<file path="src/rtl/pipe_pkg.sv">
// Shared types and per-stage bundle widths for the RV32 pipeline stage registers.
package pipe_pkg;

   typedef enum logic [1:0] {
      EMPTY = 2'd0,
      ONE   = 2'd1,
      TWO   = 2'd2
   } occ_state_e;

   // Control/data bundle widths for each inter-stage register of the core
   localparam int IF_ID_CTRL_W  = 2;
   localparam int IF_ID_DATA_W  = 64;
   localparam int ID_EX_CTRL_W  = 12;
   localparam int ID_EX_DATA_W  = 112;
   localparam int EX_MEM_CTRL_W = 8;
   localparam int EX_MEM_DATA_W = 104;
   localparam int MEM_WB_CTRL_W = 4;
   localparam int MEM_WB_DATA_W = 69;

   function automatic logic [1:0] occToCount(input occ_state_e s);
      return logic'(s == TWO) ? 2'd2 : ((s == ONE) ? 2'd1 : 2'd0);
   endfunction

endpackage

</file>
<file path="src/rtl/pipe_stage_reg_if.sv">
// Valid/ready bundle around one pipeline stage register.
// slave is the stage register itself, master is the surrounding pipeline.
interface pipe_stage_reg_if #(
   parameter int CTRL_W = 12,
   parameter int DATA_W = 32
);
   logic              in_valid;
   logic              in_ready;
   logic [CTRL_W-1:0] in_ctrl;
   logic [DATA_W-1:0] in_data;
   logic              out_valid;
   logic              out_ready;
   logic [CTRL_W-1:0] out_ctrl;
   logic [DATA_W-1:0] out_data;

   modport slave (
      input  in_valid, in_ctrl, in_data, out_ready,
      output in_ready, out_valid, out_ctrl, out_data
   );

   modport master (
      output in_valid, in_ctrl, in_data, out_ready,
      input  in_ready, out_valid, out_ctrl, out_data
   );
endinterface

</file>
<file path="src/rtl/pipe_stage_reg_sat_counter.sv">
// Saturating up-counter with synchronous clear; state changes on the falling edge.
module sat_counter #(
   parameter int W = 16
) (
   input  logic         clk,
   input  logic         clear,
   input  logic         en,
   output logic [W-1:0] count
);
   logic [W-1:0] count_q;

   always_ff @(negedge clk) begin
      if (clear) begin
         count_q <= '0;
      end else if (en && (count_q != {W{1'b1}})) begin
         count_q <= count_q + 1'b1;
      end
   end

   assign count = count_q;
endmodule

</file>
<file path="src/rtl/pipe_stage_reg.sv">
// Reusable pipeline stage register with valid/ready, flush bubbles and a stall counter.
// Define PIPE_STAGE_SKID_EN for a two-entry skid buffer with a registered in_ready.
module pipe_stage_reg
   import pipe_pkg::*;
#(
   parameter int CTRL_W = 12,
   parameter int DATA_W = 32,
   parameter int CNT_W  = 16
) (
   input  logic             clk,
   input  logic             rst,
   input  logic             flush,
   pipe_stage_reg_if.slave  bus,
   output logic [1:0]       occupancy,
   output logic [CNT_W-1:0] stall_cnt
);
   occ_state_e        state_q, state_d;
   logic [CTRL_W-1:0] mainCtrl_q;
   logic [DATA_W-1:0] mainData_q;
   logic              outValid;
   logic              inReady;
   logic              accBeat;
   logic              relBeat;

   assign outValid = (state_q != EMPTY);
   assign accBeat  = bus.in_valid && inReady;
   assign relBeat  = outValid && bus.out_ready && !flush;

`ifdef PIPE_STAGE_SKID_EN
   logic [CTRL_W-1:0] skidCtrl_q;
   logic [DATA_W-1:0] skidData_q;
   logic              inReady_q;

   assign inReady = inReady_q && !flush;

   // in_ready comes straight from a flop so upstream never sees a path from out_ready
   always_ff @(negedge clk) begin
      if (rst) begin
         inReady_q <= 1'b1;
      end else begin
         inReady_q <= (state_d != TWO);
      end
   end

   always_ff @(negedge clk) begin
      if (rst) begin
         skidCtrl_q <= '0;
         skidData_q <= '0;
      end else if (flush) begin
         skidCtrl_q <= '0;
      end else if (accBeat && (state_q == ONE) && !relBeat) begin
         skidCtrl_q <= bus.in_ctrl;
         skidData_q <= bus.in_data;
      end
   end
`else
   assign inReady = !flush && (!outValid || bus.out_ready);
`endif

   always_ff @(negedge clk) begin
      if (rst) begin
         state_q <= EMPTY;
      end else begin
         state_q <= state_d;
      end
   end

   always_comb begin
      state_d = state_q;
      if (flush) begin
         state_d = EMPTY;
      end else begin
         case (state_q)
            EMPTY: if (accBeat) state_d = ONE;
`ifdef PIPE_STAGE_SKID_EN
            ONE: begin
               if (accBeat && !relBeat) begin
                  state_d = TWO;
               end else if (relBeat && !accBeat) begin
                  state_d = EMPTY;
               end
            end
`else
            ONE: if (relBeat && !accBeat) state_d = EMPTY;
`endif
            TWO:     if (relBeat) state_d = ONE;
            default: state_d = EMPTY;
         endcase
      end
   end

   // Main entry always holds the oldest beat; data is kept across bubbles, ctrl is not
   always_ff @(negedge clk) begin
      if (rst) begin
         mainCtrl_q <= '0;
         mainData_q <= '0;
      end else if (flush) begin
         mainCtrl_q <= '0;
      end else if (accBeat && ((state_q == EMPTY) || relBeat)) begin
         mainCtrl_q <= bus.in_ctrl;
         mainData_q <= bus.in_data;
`ifdef PIPE_STAGE_SKID_EN
      end else if ((state_q == TWO) && relBeat) begin
         mainCtrl_q <= skidCtrl_q;
         mainData_q <= skidData_q;
`endif
      end
   end

   always_comb begin
      bus.in_ready  = inReady;
      bus.out_valid = outValid;
      bus.out_ctrl  = outValid ? mainCtrl_q : '0;
      bus.out_data  = mainData_q;
`ifdef PIPE_STAGE_SKID_EN
      occupancy     = occToCount(state_q);
`else
      occupancy     = {1'b0, outValid};
`endif
   end

   sat_counter #(
      .W(CNT_W)
   ) uStallCnt (
      .clk  (clk),
      .clear(rst),
      .en   (outValid && !bus.out_ready),
      .count(stall_cnt)
   );
endmodule

</file>
<file path="src/flat_wrapper.sv">
// flat-port wrapper written by rule: the top's interface ports become plain ports
module pipe_stage_reg_flat import pipe_pkg::*;
#(
   parameter int CTRL_W = 12,
   parameter int DATA_W = 32,
   parameter int CNT_W  = 16
)
  (clk, rst, flush, occupancy, stall_cnt, bus_in_valid, bus_in_ctrl, bus_in_data, bus_out_ready, bus_in_ready, bus_out_valid, bus_out_ctrl, bus_out_data);
  pipe_stage_reg_if #(.CTRL_W(CTRL_W), .DATA_W(DATA_W)) bus_i ();
  input  logic clk;
  input  logic rst;
  input  logic flush;
  output logic [1:0] occupancy;
  output logic [CNT_W-1:0] stall_cnt;
  input wire logic [$bits(bus_i.in_valid)-1:0] bus_in_valid;
  input wire logic [$bits(bus_i.in_ctrl)-1:0] bus_in_ctrl;
  input wire logic [$bits(bus_i.in_data)-1:0] bus_in_data;
  input wire logic [$bits(bus_i.out_ready)-1:0] bus_out_ready;
  output wire logic [$bits(bus_i.in_ready)-1:0] bus_in_ready;
  output wire logic [$bits(bus_i.out_valid)-1:0] bus_out_valid;
  output wire logic [$bits(bus_i.out_ctrl)-1:0] bus_out_ctrl;
  output wire logic [$bits(bus_i.out_data)-1:0] bus_out_data;
  assign bus_i.in_valid = bus_in_valid;
  assign bus_i.in_ctrl = bus_in_ctrl;
  assign bus_i.in_data = bus_in_data;
  assign bus_i.out_ready = bus_out_ready;
  assign bus_in_ready = bus_i.in_ready;
  assign bus_out_valid = bus_i.out_valid;
  assign bus_out_ctrl = bus_i.out_ctrl;
  assign bus_out_data = bus_i.out_data;
  pipe_stage_reg #(.CTRL_W(CTRL_W), .DATA_W(DATA_W), .CNT_W(CNT_W)) u_core (.clk(clk), .rst(rst), .flush(flush), .bus(bus_i), .occupancy(occupancy), .stall_cnt(stall_cnt));
endmodule
</file>
<file path="config.mk">
export PLATFORM = sky130hd
export DESIGN_NAME = pipe_stage_reg_flat
export DESIGN_NICKNAME = d
export VERILOG_FILES = /design/src/rtl/pipe_pkg.sv /design/src/rtl/pipe_stage_reg_if.sv /design/src/rtl/pipe_stage_reg_sat_counter.sv /design/src/rtl/pipe_stage_reg.sv /design/src/flat_wrapper.sv
export SDC_FILE = /design/constraint.sdc
export NUM_CORES = 1
export LEC_CHECK = 0
export ABC_CLOCK_PERIOD_IN_PS = 4100
export CORE_UTILIZATION = 35
export CTS_BUF_LIST = sky130_fd_sc_hd__clkbuf_4 sky130_fd_sc_hd__clkbuf_8
export CTS_CLUSTER_DIAMETER = 40
export CTS_CLUSTER_SIZE = 8
export DETAILED_ROUTE_END_ITERATION = 8
export PLACE_DENSITY = 0.76
export SETUP_SLACK_MARGIN = 0.5
export SLEW_MARGIN = 5
export SYNTH_ARGS = -nofsm -noshare
export SYNTH_HDL_FRONTEND = slang
export SYNTH_SLANG_ARGS = --single-unit
</file>
<file path="constraint.sdc">
create_clock -name clk -period 4.1 [get_ports clk]
set_input_delay 0.615 -clock clk [delete_from_list [all_inputs] [get_ports clk]]
set_output_delay 0.615 -clock clk [all_outputs]
set_load 0.02 [all_outputs]
</file>
==> run_results.csv, run 1 <==
group,metric,value,unit
status,run_status,"complete, no violations",
die,floorplan.core_area,0.00683,mm^2
critical_path,critical_path.max_fanout,2,
sta,max_slew_margin,36.6,%
detailed_routing,drc,0,
detailed_routing,detail_route.wirelength,7.59,mm
sta,timing.clock.skew,0.0135,ns
grt,first_global_vias,2756,
die,start_util,36.2,%
logic_synthesis,synth_ff_type,"sky130_fd_sc_hd__dfxtp_1",
logic_synthesis,syn_nets,360,
placement,hpwlAfterDp,4.78,mm
critical_path,timing.critical_path.slowest_cell_delay,0.32,ns
critical_path,endpoint_kind,"output pin",
grt,antenna_found_initial,0,
critical_path,path_cells,"and2b_1 > buf_6 > nor2_4 > buf_6",
critical_path,crit_family,"flip-flops",
logic_synthesis,synth.yosys.warnings,0,
placement,dpl-instance-area,0.00380,mm^2
critical_path,critical_path_class,"register to output pin",
clock_tree,clk_latency,0.38,ns
sta,number_of_max_slew_violations_in_the_final_report,0,
placement,routabilityCongestion,0.817,
clock_tree,clock_pin_slew_on_the_worst_setup_and_hold_paths,0.04,ns
power_and_ir_drop,leakagePower,0.00195,uW
finish,area_growth_syn_to_layout,68.8,%
critical_path,critical_path.startpoint_type,"register",
sta,grt_setup_unrepaired,"yes",
critical_path,critPathBufInv,2,
detailed_routing,detailedRoute.firstPassIterationCount,4,
grt,maximum_number_of_pins_on_one_net_before_global_route_repair,45,
clock_tree,post_cts_hold_fix_bufs,0,
clock_tree,cts-root-to-sink-buffers,2,
finish,finalNonFillerCells,591,
logic_synthesis,synthesis.area_per_instance,7.99,um^2
clock_tree,cts-htree-levels,3,
finish,area.sequential,0.00126,mm^2
detailed_routing,vias_per_std_cell,4.79,
die,die-area,0.00741,mm^2
die,die_width,86.1,um
logic_synthesis,synth_seq_cells,61,
job,max-cap-violations,0,
detailed_routing,drt.antenna.violating_nets,0,
logic_synthesis,asyncSetResetFlopFracSynth,0,%
grt,grt.total_usage,19.7,%
sta,final-hold-violation-count,0,
logic_synthesis,mappedNetlistArea,0.00248,mm^2
sta,finish_stage_setup_viols,0,
clock_tree,tritoncts.num_buffers,9,
placement,port_buffers,111,
detailed_routing,average_wire_length_per_cell_after_detail_routing,12.8,um
clock_tree,root_buffer,"sky130_fd_sc_hd__clkbuf_8",
placement,dpl.cell_count,508,
finish,postLayoutCellArea,0.00418,mm^2
finish,final_util,61.2,%
finish,multi_input_area,0.00125,mm^2
logic_synthesis,syn_inst,310,
finish,fill_cells,634,
finish,finish.net_count,539,
clock_tree,cts_tree,"built",
die,chipHeight,86.1,um
die,placement_rows,30,
grt,wire_length_of_the_first_global_routing_pass,11.5,mm
critical_path,critical_path.most_common_cell,"sky130_fd_sc_hd__buf_6",
sta,worst_hold_check_slack,0.443,ns
logic_synthesis,seq_area_frac_synth,49.3,%
die,ioPinCount,113,
finish,final_layout_size_suffix_gt1_share,27.1,%
detailed_routing,via_count,2829,
min_path,hold_class,"register to register",
detailed_routing,initialDrtViolationCount,93,
power_and_ir_drop,max-vdd-ir-drop,0.278,mV
power_and_ir_drop,power.total,1670,uW
clock_tree,cts.sink_count,61,
logic_synthesis,netlist-cell-type-count,36,
power_and_ir_drop,power-per-cell-area,400,mW/mm^2
critical_path,cpMaxStageDelayCell,"sky130_fd_sc_hd__dfxtp_2",
sta,max_slew.worst_pin.slew,0.944,ns
logic_synthesis,number_of_enable_type_register_cells_in_the_synthesized_netlist,0,
critical_path,worst-endpoint-required,3.48,ns
grt,overflow,0,
critical_path,critPathArrivalTime,3.24,ns
## cell usage in the layout (no fill, tap or decap), types with 4 or more instances in the layout
cell type,n
sky130_fd_sc_hd__buf_6,5
sky130_fd_sc_hd__a21oi_1,54
sky130_fd_sc_hd__dfxtp_2,8
sky130_fd_sc_hd__nand4_1,4
sky130_fd_sc_hd__nor4_4,5
sky130_fd_sc_hd__or4_1,4
sky130_fd_sc_hd__dfxtp_1,45
sky130_fd_sc_hd__buf_4,33
sky130_fd_sc_hd__buf_12,4
sky130_fd_sc_hd__nand2_1,95
sky130_fd_sc_hd__o31ai_1,4
sky130_fd_sc_hd__buf_2,40
sky130_fd_sc_hd__o21ai_0,4
sky130_fd_sc_hd__clkbuf_8,9
sky130_fd_sc_hd__dfxtp_4,8
sky130_fd_sc_hd__clkdlybuf4s50_1,45
sky130_fd_sc_hd__or3_1,4
sky130_fd_sc_hd__nor2_1,8
sky130_fd_sc_hd__inv_1,62
sky130_fd_sc_hd__and2_1,12
## metal layers
layer  vias to the layer above  global-route usage, %  wire length (um)
met5                         -                      0                 0
met4                         0                   10.3                23
met3                         2                   8.66               487
met2                        86                   32.6              3900
met1                      1335                   21.4              3190
li1                       1406                      -                 -
## state kept, by name, summed over array words and instances (netlist names)
register / flops
u_core.mainCtrl_q: 12
u_core.bus.out_data: 32
u_core.uStallCnt.count: 16
u_core.state_q: 1
## metrics by stage
| step | setup slack (ns) | setup TNS, ns |
|---|---|---|
| final | 0.249 | 0 |
| after CTS | 0.244 | 0 |
| after global placement | -0.138 | -3.05 |
| after global routing | 0.188 | 0 |
| after detailed placement | -0.180 | -6.81 |
| after floorplan | 0.247 | 0 |
## cells in the mapped netlist, types with 3 or more instances
library cell | number | area, um^2
sky130_fd_sc_hd__and2_1 | 12 | 75.1
sky130_fd_sc_hd__dfxtp_1 | 61 | 1220
sky130_fd_sc_hd__or4_1 | 4 | 30.0
sky130_fd_sc_hd__a21oi_1 | 55 | 275
sky130_fd_sc_hd__nor3_1 | 3 | 15.0
sky130_fd_sc_hd__nor2_1 | 9 | 33.8
sky130_fd_sc_hd__buf_2 | 5 | 25.0
sky130_fd_sc_hd__o21ai_0 | 4 | 20.0
sky130_fd_sc_hd__nor2b_1 | 3 | 18.8
sky130_fd_sc_hd__clkbuf_1 | 13 | 48.8
sky130_fd_sc_hd__nor4_1 | 4 | 25.0
sky130_fd_sc_hd__nand4_1 | 4 | 25.0
sky130_fd_sc_hd__o31ai_1 | 5 | 37.5
sky130_fd_sc_hd__or3_1 | 5 | 31.3
sky130_fd_sc_hd__nand2_1 | 95 | 357
## worst min-delay path, stage by stage, from the launching register on
cell,delay (ns)
sky130_fd_sc_hd__dfxtp_1,0.29
sky130_fd_sc_hd__nand2_1,0.05
sky130_fd_sc_hd__a21oi_1,0.05
## where the power goes
group / total, uW / leakage (uW) / switching (uW) / internal [uW]
Sequential: 619 / 0.000506 / 8.32 / 611
Clock: 890 / 0.000447 / 404 / 486
Combinational: 161 / 0.00100 / 80.0 / 81.1
## final cells by class
class / count / share of cell area [%]
Inverter: 1 / 0.0898
Clock buffer: 9 / 2.96
Tap cell: 96 / 2.87
Multi-Input combinational cell: 226 / 29.8
Sequential cell: 61 / 30.2
Clock inverter: 68 / 8.38
Timing Repair Buffer: 129 / 25.7
Antenna cell: 1 / 0.0599
## path summary, 6_finish.rpt
check | cells past startpoint | to | slack [ns] | startpoint
max | 4 | bus_in_ready | 0.25 | u_core.state_q[0]$_SDFFE_NP0P_
min | 2 | u_core.mainCtrl_q[6]$_SDFFE_NP0P_ | 0.44 | u_core.mainCtrl_q[6]$_SDFFE_NP0P_
max reg2reg | 5 | u_core.uStallCnt.count[9]$_SDFFE_NP0P_ | 1.84 | u_core.uStallCnt.count[1]$_SDFFE_NP0P_
min reg2reg | 2 | u_core.mainCtrl_q[6]$_SDFFE_NP0P_ | 0.44 | u_core.mainCtrl_q[6]$_SDFFE_NP0P_
## timing repair
action | in CTS | in global routing
endpoints found under the setup margin | 122 | 33
pin swaps | 3 | 0
gates resized for setup | 306 | 12
cloned | 1 | 1
setup buffers | 2 | 2
## cell families after synthesis
logic type / Yosys count / synth area share, %
AO/OA/AOI/OAI: 67 / 14.2
adder cells (fa/ha/maj): 1 / 0.505
buffers and inverters: 23 / 4.35
flip-flops: 61 / 49.3
multiplexers: 3 / 1.52
other: 1 / 0.151
AND/OR/NAND/NOR: 154 / 29.9
No activity file was read; power rests on OpenSTA's default activity.
==> run 2: changes to the inputs <==
--- a/config.mk
+++ b/config.mk
@@ -11,7 +11,7 @@
 export CTS_CLUSTER_DIAMETER = 40
 export CTS_CLUSTER_SIZE = 8
 export DETAILED_ROUTE_END_ITERATION = 8
-export PLACE_DENSITY = 0.76
+export PLACE_DENSITY_LB_ADDON = 0.25
 export SETUP_SLACK_MARGIN = 0.5
 export SLEW_MARGIN = 5
 export SYNTH_ARGS = -nofsm -noshare
==> run 2 against run 1 <==
  * Sequential share of layout area decreased by 0.78 points
  * Wire length up 1.6%
  * First-iteration DRC count grew 20%
  * Largest cell class is now multi-input combinational cells
  * Largest power group unchanged
==> run_results.csv, run 2 (synthesis gave the netlist of run 1 again) <==
group,metric,value,unit
status,run_status,"complete, no violations",
sta,grt_setup_unrepaired,"yes",
clock_tree,root_buffer,"sky130_fd_sc_hd__clkbuf_8",
finish,layout_common_cells,"95 x sky130_fd_sc_hd__nand2_1, 62 x sky130_fd_sc_hd__inv_1, 53 x sky130_fd_sc_hd__a21oi_1",
detailed_routing,drc,0,
finish,diodes,0,
grt,grt.met3_usage,8.47,%
grt,global_route.usage.met1,23.5,%
detailed_routing,detail_route.wirelength,7.72,mm
finish,area_growth_syn_to_layout,73.3,%
critical_path,path_cells,"and2b_1 > buf_6 > nor2_4 > buf_6",
critical_path,critical_path.startpoint_type,"register",
die,chipHeight,86.1,um
grt,top_usage_layer,"met2",
critical_path,cpMaxStageDelayCell,"sky130_fd_sc_hd__dfxtp_2",
grt,overflow,0,
min_path,hold_class,"register to register",
grt,antenna_found_initial,0,
clock_tree,cts_tree,"built",
die,die-area,0.00741,mm^2
grt,first_global_vias,2626,
clock_tree,cts-root-to-sink-buffers,2,
sta,number_of_max_slew_violations_in_the_final_report,0,
detailed_routing,initialDrtViolationCount,112,
finish,postLayoutCellArea,0.00429,mm^2
clock_tree,cts-htree-levels,3,
sta,max_slew.worst_pin.slew,0.935,ns
placement,hpwlAfterDp,4.74,mm
grt,met2_usage,29.9,%
power_and_ir_drop,p_switching,493,uW
die,die_width,86.1,um
sta,max_slew_margin,37.2,%
finish,finalNonFillerCells,598,
clock_tree,tritoncts.num_buffers,9,
die,start_util,36.2,%
power_and_ir_drop,pwr-share-clk,52.9,%
min_path,worstHoldStart,"u_core.bus.out_data[20]$_SDFFE_NP0P_",
placement,dpl.cell_count,512,
job,max-cap-violations,0,
critical_path,critical_path.max_fanout,2,
critical_path,worst-endpoint-required,3.48,ns
die,floorplan.core_area,0.00683,mm^2
critical_path,worst_setup_path_startpoint,"u_core.state_q[0]$_SDFFE_NP0P_",
sta,timing.clock.skew,0.0171,ns
finish,final_util,62.8,%
critical_path,timing.critical_path.slowest_cell_delay,0.33,ns
critical_path,worst-r2r-setup-slack,1.87,ns
power_and_ir_drop,power-per-cell-area,388,mW/mm^2
clock_tree,clock_pin_slew_on_the_worst_setup_and_hold_paths,0.03,ns
finish,finish.net_count,547,
detailed_routing,via_count,2792,
grt,maximum_number_of_pins_on_one_net_before_global_route_repair,45,
power_and_ir_drop,max-vdd-ir-drop,0.227,mV
finish,fill_cells,646,
finish,final_common_cell,"sky130_fd_sc_hd__nand2_1",
power_and_ir_drop,power.sequential.fraction,37.2,%
placement,routabilityCongestion,0.812,
detailed_routing,average_wire_length_per_cell_after_detail_routing,12.9,um
power_and_ir_drop,leakagePower,0.00201,uW
power_and_ir_drop,sw_ratio,29.6,%
power_and_ir_drop,comb_power_share,9.9,%
grt,wire_length_of_the_first_global_routing_pass,11.7,mm
finish,largest_reg_flops,32,
placement,port_buffers,111,
critical_path,crit-reg2reg-launch,"u_core.uStallCnt.count[8]$_SDFFE_NP0P_",
detailed_routing,drt.antenna.violating_nets,0,
placement,dpl-instance-area,0.00383,mm^2
sta,setup_tns,0,ns
critical_path,critPathArrivalTime,3.26,ns
die,placement_rows,30,
die,ioPinCount,113,
power_and_ir_drop,internal_power,1170,uW
detailed_routing,detailedRoute.firstPassIterationCount,4,
clock_tree,cts.sink_count,61,
critical_path,endpoint_kind,"output pin",
sta,final-hold-violation-count,0,
sta,worst_hold_check_slack,0.445,ns
detailed_routing,vias_per_std_cell,4.67,
clock_tree,clk_latency,0.39,ns
grt,grt.total_usage,19.9,%
sta,finish_stage_setup_viols,0,
critical_path,critical_path_class,"register to output pin",
critical_path,critical_path.most_common_cell,"sky130_fd_sc_hd__buf_6",
finish,final_layout_size_suffix_gt1_share,28.9,%
-- run 2: per-stage QoR --
stage                     setup slack [ns]  power (uW)
final                                0.223        1670
after global routing                 0.176        1780
after CTS                            0.212        1690
after detailed placement            -0.227         893
after global placement              -0.180         891
after floorplan                      0.247         799
-- run 2: cell type report --
cell class              count  area, um^2  share of cell area [%]
inverters                   1        3.75                  0.0875
repair buffers            137        1180                    27.5
well taps                  96         120                    2.80
clock buffers               9         124                    2.89
flip-flops and latches     61        1260                    29.4
clock inverters            68         342                    7.96
multi-input cells         226        1260                    29.4
-- run 2: power by group through the flow --
stage | clock [uW] | sequential [uW] | combinational [uW]
floorplan | 91.8 | 651 | 55.6
global placement | 91.8 | 632 | 167
detailed placement | 91.8 | 633 | 168
CTS | 906 | 624 | 158
global route | 984 | 620 | 179
finish | 881 | 619 | 166
-- run 2: timing repair --
action / in CTS / in global routing
gates resized for setup: 302 / 29
endpoints found under the setup margin: 121 / 53
cloned: 0 / 2
pin swaps: 4 / 5
setup buffers: 4 / 4
hold buffers: 0 / 0
-- run 2: critical path: cells and delay by family, from the launching register on --
family	cells	cell delay [ns]
flops	1	0.33
buf+inv	2	0.25
simple gates	2	0.25
-- run 2: layer usage --
metal / routed length (um) / up-vias / share of wire (%)
met4: 87 / 0 / 1.1
met3: 474 / 10 / 6.1
met1: 3420 / 1263 / 44
met5: 0 / - / 0
li1: - / 1420 / -
met2: 3730 / 99 / 48
-- run 2: final timing paths --
kind	to	cells after the start
worst max-delay path	bus_in_ready	4
worst min-delay path	u_core.bus.out_data[20]$_SDFFE_NP0P_	2
worst max register to register	u_core.uStallCnt.count[9]$_SDFFE_NP0P_	5
worst min register to register	u_core.bus.out_data[20]$_SDFFE_NP0P_	2
